--- src/rtl/semaphore_pkg.sv ---
// Shared types and default phase durations for the intersection semaphore.
package semaphore_pkg;

   typedef enum logic [2:0] {
      StGreen,
      StYellow,
      StAllRed,
      StWalk,
      StFlash
   } state_e;

   localparam int unsigned DefClkFreq   = 4;
   localparam int unsigned DefNumWays   = 2;
   localparam int unsigned DefGreenS    = 7;
   localparam int unsigned DefMinGreenS = 2;
   localparam int unsigned DefYellowS   = 2;
   localparam int unsigned DefAllRedS   = 1;
   localparam int unsigned DefWalkS     = 5;

   function automatic int unsigned max_u(input int unsigned a, input int unsigned b);
      return (a > b) ? a : b;
   endfunction

endpackage

--- src/rtl/phase_timer.sv ---
// Cycle counter for the current phase: clears to zero, counts up to limit and holds there.
module phase_timer #(
   parameter int unsigned Width = 5
) (
   input  logic             clk,
   input  logic             rst_n,
   input  logic             clear,
   input  logic [Width-1:0] limit,
   output logic [Width-1:0] count,
   output logic             done
);

   logic [Width-1:0] count_q;

   always_ff @(posedge clk) begin
      if (!rst_n || clear) begin
         count_q <= '0;
      end else if (!done) begin
         count_q <= count_q + Width'(1);
      end
   end

   assign done  = (count_q >= limit);
   assign count = count_q;

endmodule

--- src/rtl/intersection_semaphore.sv ---
// Traffic-light controller for NUM_WAYS approaches with a shared pedestrian walk phase.
// Night flashing mode is built in when SEMAPHORE_NIGHT_MODE_EN is defined.
module intersection_semaphore
   import semaphore_pkg::*;
#(
   parameter int unsigned CLK_FREQ    = DefClkFreq,
   parameter int unsigned NUM_WAYS    = DefNumWays,
   parameter int unsigned GREEN_S     = DefGreenS,
   parameter int unsigned MIN_GREEN_S = DefMinGreenS,
   parameter int unsigned YELLOW_S    = DefYellowS,
   parameter int unsigned ALLRED_S    = DefAllRedS,
   parameter int unsigned WALK_S      = DefWalkS
) (
   input  logic                clk,
   input  logic                rst_n,
`ifdef SEMAPHORE_NIGHT_MODE_EN
   input  logic                night,
`endif
   input  logic [NUM_WAYS-1:0] pedestrian,
   output logic [NUM_WAYS-1:0] green,
   output logic [NUM_WAYS-1:0] yellow,
   output logic [NUM_WAYS-1:0] red,
   output logic                walk,
   output logic                ped_pending
);

   localparam int unsigned GreenCyc  = GREEN_S * CLK_FREQ;
   localparam int unsigned MinCyc    = MIN_GREEN_S * CLK_FREQ;
   localparam int unsigned YellowCyc = YELLOW_S * CLK_FREQ;
   localparam int unsigned AllRedCyc = ALLRED_S * CLK_FREQ;
   localparam int unsigned WalkCyc   = WALK_S * CLK_FREQ;
   localparam int unsigned FlashHalf = (CLK_FREQ / 2 > 0) ? CLK_FREQ / 2 : 1;
   localparam int unsigned MaxCyc    = max_u(max_u(GreenCyc, WalkCyc),
                                             max_u(max_u(YellowCyc, AllRedCyc), FlashHalf));
   localparam int unsigned CntW      = $clog2(MaxCyc + 1);
   localparam int unsigned CurW      = (NUM_WAYS > 1) ? $clog2(NUM_WAYS) : 1;

   localparam logic [CntW-1:0] GreenLim  = CntW'(GreenCyc - 1);
   localparam logic [CntW-1:0] MinLim    = CntW'(MinCyc - 1);
   localparam logic [CntW-1:0] YellowLim = CntW'(YellowCyc - 1);
   localparam logic [CntW-1:0] AllRedLim = CntW'(AllRedCyc - 1);
   localparam logic [CntW-1:0] WalkLim   = CntW'(WalkCyc - 1);
   localparam logic [CntW-1:0] FlashLim  = CntW'(FlashHalf - 1);

   state_e              state_q, state_d;
   logic [CurW-1:0]     cur_q, cur_d;
   logic                req_q, req_d;
   logic [CntW-1:0]     limit, count;
   logic                done, clear;
   logic [NUM_WAYS-1:0] green_q, green_d, yellow_q, yellow_d, red_q, red_d;
   logic                walk_q, walk_d;
`ifdef SEMAPHORE_NIGHT_MODE_EN
   logic                blink_q, blink_d;
   logic                flash_exit_q, flash_exit_d;
`endif

   function automatic logic [CurW-1:0] next_way(input logic [CurW-1:0] w);
      return (w == CurW'(NUM_WAYS - 1)) ? '0 : w + CurW'(1);
   endfunction

   phase_timer #(
      .Width (CntW)
   ) u_phase_timer (
      .clk   (clk),
      .rst_n (rst_n),
      .clear (clear),
      .limit (limit),
      .count (count),
      .done  (done)
   );

   always_comb begin
      state_d = state_q;
      cur_d   = cur_q;
      req_d   = req_q;
      limit   = GreenLim;
      case (state_q)
         StGreen: begin
            req_d = req_q | (|pedestrian);
            // A latched request shortens green once the minimum has elapsed.
            if (done || (req_q && count >= MinLim)) state_d = StYellow;
         end
         StYellow: begin
            limit = YellowLim;
            req_d = req_q | (|pedestrian);
            if (done) state_d = StAllRed;
         end
         StAllRed: begin
            limit = AllRedLim;
            req_d = req_q | (|pedestrian);
            if (done) begin
`ifdef SEMAPHORE_NIGHT_MODE_EN
               if (flash_exit_q) begin
                  state_d = StGreen;
               end else
`endif
               if (req_q) begin
                  state_d = StWalk;
                  req_d   = 1'b0;
               end else begin
                  state_d = StGreen;
                  cur_d   = next_way(cur_q);
               end
            end
         end
         StWalk: begin
            limit = WalkLim;
            if (done) begin
               state_d = StGreen;
               cur_d   = next_way(cur_q);
            end
         end
`ifdef SEMAPHORE_NIGHT_MODE_EN
         StFlash: begin
            limit = FlashLim;
            req_d = 1'b0;
            if (!night) begin
               state_d = StAllRed;
               cur_d   = '0;
            end
         end
`endif
         default: state_d = StGreen;
      endcase
`ifdef SEMAPHORE_NIGHT_MODE_EN
      if (night && state_q != StFlash) begin
         state_d = StFlash;
         req_d   = 1'b0;
      end
`endif
   end

`ifdef SEMAPHORE_NIGHT_MODE_EN
   // The flash half-period reuses the phase timer by restarting it on every toggle.
   assign clear        = (state_d != state_q) || (state_q == StFlash && done);
   assign flash_exit_d = (state_q == StFlash) || (state_q == StAllRed && flash_exit_q);

   always_comb begin
      blink_d = blink_q;
      if (state_q != StFlash) blink_d = 1'b1;
      else if (done)          blink_d = ~blink_q;
   end
`else
   assign clear = (state_d != state_q);
`endif

   always_comb begin
      green_d  = '0;
      yellow_d = '0;
      red_d    = '1;
      walk_d   = 1'b0;
      case (state_q)
         StGreen: begin
            green_d[cur_q] = 1'b1;
            red_d[cur_q]   = 1'b0;
         end
         StYellow: begin
            yellow_d[cur_q] = 1'b1;
            red_d[cur_q]    = 1'b0;
         end
         StWalk: walk_d = 1'b1;
`ifdef SEMAPHORE_NIGHT_MODE_EN
         StFlash: begin
            red_d    = '0;
            yellow_d = {NUM_WAYS{blink_q}};
         end
`endif
         default: ;
      endcase
   end

   always_ff @(posedge clk) begin
      if (!rst_n) begin
         state_q  <= StGreen;
         cur_q    <= '0;
         req_q    <= 1'b0;
         green_q  <= NUM_WAYS'(1);
         yellow_q <= '0;
         red_q    <= ~NUM_WAYS'(1);
         walk_q   <= 1'b0;
`ifdef SEMAPHORE_NIGHT_MODE_EN
         blink_q      <= 1'b1;
         flash_exit_q <= 1'b0;
`endif
      end else begin
         state_q  <= state_d;
         cur_q    <= cur_d;
         req_q    <= req_d;
         green_q  <= green_d;
         yellow_q <= yellow_d;
         red_q    <= red_d;
         walk_q   <= walk_d;
`ifdef SEMAPHORE_NIGHT_MODE_EN
         blink_q      <= blink_d;
         flash_exit_q <= flash_exit_d;
`endif
      end
   end

   assign green       = green_q;
   assign yellow      = yellow_q;
   assign red         = red_q;
   assign walk        = walk_q;
   assign ped_pending = req_q;

endmodule

--- config.mk ---
export PLATFORM = sky130hd
export DESIGN_NAME = intersection_semaphore
export DESIGN_NICKNAME = d
export VERILOG_FILES = /design/src/rtl/semaphore_pkg.sv /design/src/rtl/phase_timer.sv /design/src/rtl/intersection_semaphore.sv
export SDC_FILE = /design/constraint.sdc
export NUM_CORES = 1
export LEC_CHECK = 0
export ABC_AREA = 0
export BUFFER_PORTS_ARGS = -buffer_cell sky130_fd_sc_hd__buf_4
export CORE_MARGIN = 3
export CORE_UTILIZATION = 50
export DETAILED_ROUTE_END_ITERATION = 12
export PLACE_DENSITY = 0.74
export SLEW_MARGIN = 20
export SYNTH_ARGS = -nofsm -noshare
export SYNTH_HDL_FRONTEND = slang
export SYNTH_SLANG_ARGS = --single-unit
--- constraint.sdc ---
create_clock -name clk -period 3.8 [get_ports clk]
set_clock_uncertainty 0.05 [all_clocks]
set_input_delay 0.38 -clock clk [delete_from_list [all_inputs] [get_ports clk]]
set_output_delay 0.38 -clock clk [all_outputs]
set_load 0.02 [all_outputs]
==> reports/results.txt <==
The run finished with clean final reports. In this run the worst hold path is classified as in -> reg. The per-cell via count in the routed design is 5.69.

In the layout the commonest cells are dfxtp_1 (17), buf_4 (11), nor2_1 (8). The clock reaches the later pin of the worst-skew pair after 290 ps. After synthesis the cells add up to 768 um^2. Entering global routing, the biggest net connects 12 pins. In this run the core area contains 13 standard-cell rows. In this run the mean area of a mapped cell was 9.04 um^2.

The hold path depth is 2. At the end of the flow the core is filled with cells to 65.4%. Detailed placement ended at an HPWL of 1060 um.

Data arrives at the worst endpoint at 2370 ps. Once layout is complete, the cells apart from fillers number 114. Remaining design rule violation count: 0. For this block, the initial DRC count from the detailed router was 33. The tool flagged a number of max-cap violations equal to 0.

Global routing finished with a remaining overflow of 0. The final antenna diode count is 0, and the maximum fanout along the worst path is 11. The remaining antenna violation count is 0. The post-detailed-route wirelength per cell was 12.8 um; the length in cells of the worst reg-to-reg path was 7. After clock tree synthesis, the setup repair step added 0 buffers. No sink is reached through more buffers than the 2 on the longest clock path. Setup repair after global routing left no endpoint under its margin.

The summed area of non-filler cells in the final layout was 893 um^2; the cell count after synthesis was 85. Setup violations remaining at the end of the flow were counted as 0. STA puts the critical path data required time at 3940 ps. The die area was 2040 um^2. In this run, post-CTS repair resized a total of 0 instances. The number of pins exceeding their max-slew limit in the final report is 0, and the async set-reset flop share out of synthesis is 0%. The CTS sink count is 17.

The logs give 0 ps for the final sum of negative setup slack and 1 for the maximum level of the CTS H-tree. The number of enable-type register cells in the synthesized netlist is 0, and the peak supply drop is 0.000242 V. The proportion of synthesized chip area in sequential cells was 44.3%. The library cell used most frequently in the layout, excluding fill and tap cells, is dfxtp_1. The count of unique library cells instantiated by Yosys is 28, and the overall die width is 45.2 um. When the netlist entered floorplanning its net count stood at 93. For this run, the leading register cell type out of synthesis is dfxtp_1. The part of the cycle the worst path needs was 58.8%. Endpoint type of the worst setup path: a flop. Share of final-layout standard cells stronger than drive strength 1: 17.2%. The hold violation total from the final report is 0, and the number of CTS-inserted buffers is 3.

The run gives 1370 um^2 as the area of the core. Across every metal layer, demand over resource in global routing totals 16.8%. For the global-route wire length before repair, the log shows 2420 um. The final weighted congestion in routability-driven placement came out at 0.818. During synthesis, Yosys emitted a total of 0 warnings. The routed design has 1460 um of wire. Dividing total power by cell area gives a power density of 336 nW/um^2. The worst setup path is launched from a flop. TritonCTS built the clock tree. The run gives 555 as the via count of the first global-routing pass. The fill cell total of the finished layout is 122.

The run gives 0 as the initial antenna violation count. 12 I/O pins were placed. Before antenna repair, the detailed router went through 4 iterations.

Counting tap cells, the placed design contains a total of 110 instances. The final critical path time including I/O delays and setup was 2230 ps. The tools report the initial core utilization as 56.2%. Growth of design area from synthesis to finish: 16.3%.

The number of nets in the layout was 108. Summing over every cut layer, the via total after detailed routing is 649. The vertical die dimension is 45.2 um. The tools report the quantity of hold-fixing buffers added after cts as 0. The worst setup path is of the reg -> reg kind. The number of buffers inserted by port buffering came out at 11. After clock tree synthesis, the clock-pin slew on the worst setup and hold paths is 100 ps.

The leakage component of the power is 0.000366 uW, and the cell area after placement is 866 um^2. In this run the clock root is driven by a clkbuf_4. Static timing analysis puts the maximum clock frequency at 0.448 GHz. The register bit total from synthesis is 17.
cells by family after synthesis:
kind of cell	Yosys count	share of synthesized area (%)
simple gates	36	23.8
compound gates	18	16.4
xor+xnor	5	5.70
flops	17	44.3
other cells	1	0.488
fa+ha+maj	4	6.51
buf+inv	3	1.47
mux	1	1.30
power breakdown:
part | internal, uW | switching (uW)
registers | 182 | 3.19
clock network | 39.2 | 56.8
logic | 8.49 | 10.6
worst paths after layout:
check                             start  slack [ps]                    end
setup / recovery  state_q[1]$_SDFF_PN0_        1570  state_q[0]$_SDFF_PN0_
hold / removal                    rst_n         270    green[0]$_SDFF_PN1_
setup reg to reg  state_q[1]$_SDFF_PN0_        1570  state_q[0]$_SDFF_PN0_
hold reg to reg      cur_q$_SDFFE_PN0P_         470      red[1]$_SDFF_PN1_
layout make-up:
cell class | count | area (um^2) | share of cell area [%]
Sequential cell | 17 | 340 | 38.1
Tap cell | 15 | 18.8 | 2.10
Timing Repair Buffer | 11 | 82.6 | 9.24
Clock buffer | 3 | 22.5 | 2.52
Multi-Input combinational cell | 65 | 417 | 46.6
Inverter | 2 | 7.51 | 0.840
Clock inverter | 1 | 5.00 | 0.560
sequential cells by signal, summed over array words and instances (netlist names):
signal,count
state_q,3
ped_pending,1
cur_q,1
u_phase_timer.count,5
walk,1
red,2
yellow,2
green,2
stage by stage:
stage / worst slack [ps] / hold WS [ps] / total power [uW]
after floorplan: 1710 / 397 / 199
after global placement: 1620 / 450 / 208
after detailed placement: 1610 / 442 / 208
after CTS: 1600 / 264 / 302
after global routing: 1430 / 254 / 316
final: 1570 / 266 / 300
cell usage after synthesis (all sizes together), types with 2 or more instances:
master  count  share of area [%]
a21oi       5                4.2
and2        2                1.6
and3        2                1.6
dfxtp      17                 44
ha          4                6.5
inv         2               0.98
nand2       7                3.4
nand3       3                2.0
nand3b      2                2.0
nand4b      2                2.3
nor2        8                3.9
nor3        7                4.6
o211a       2                2.6
o211ai      2                2.0
o21ai       5                3.3
xnor2       2                2.3
xor2        3                3.4
critical path, stage by stage (launching register included):
cell and delay (ps):
dfxtp_1 530, xnor2_1 160, nor2_1 60, ha_1 330
a21oi_2 280, o211ai_1 230, and3_1 230, o311a_1 270
routing by layer:
metal  wire (um)  GRT usage (%)  share of wire (%)  up-vias
met3          72           4.78                4.9        5
met5           0              0                  0        -
met2         621           24.3                 43       20
met1         723           21.8                 50      290
met4          36           10.5                2.5        0
li1            -              -                  -      334
Power figures use the tool's default switching activity.
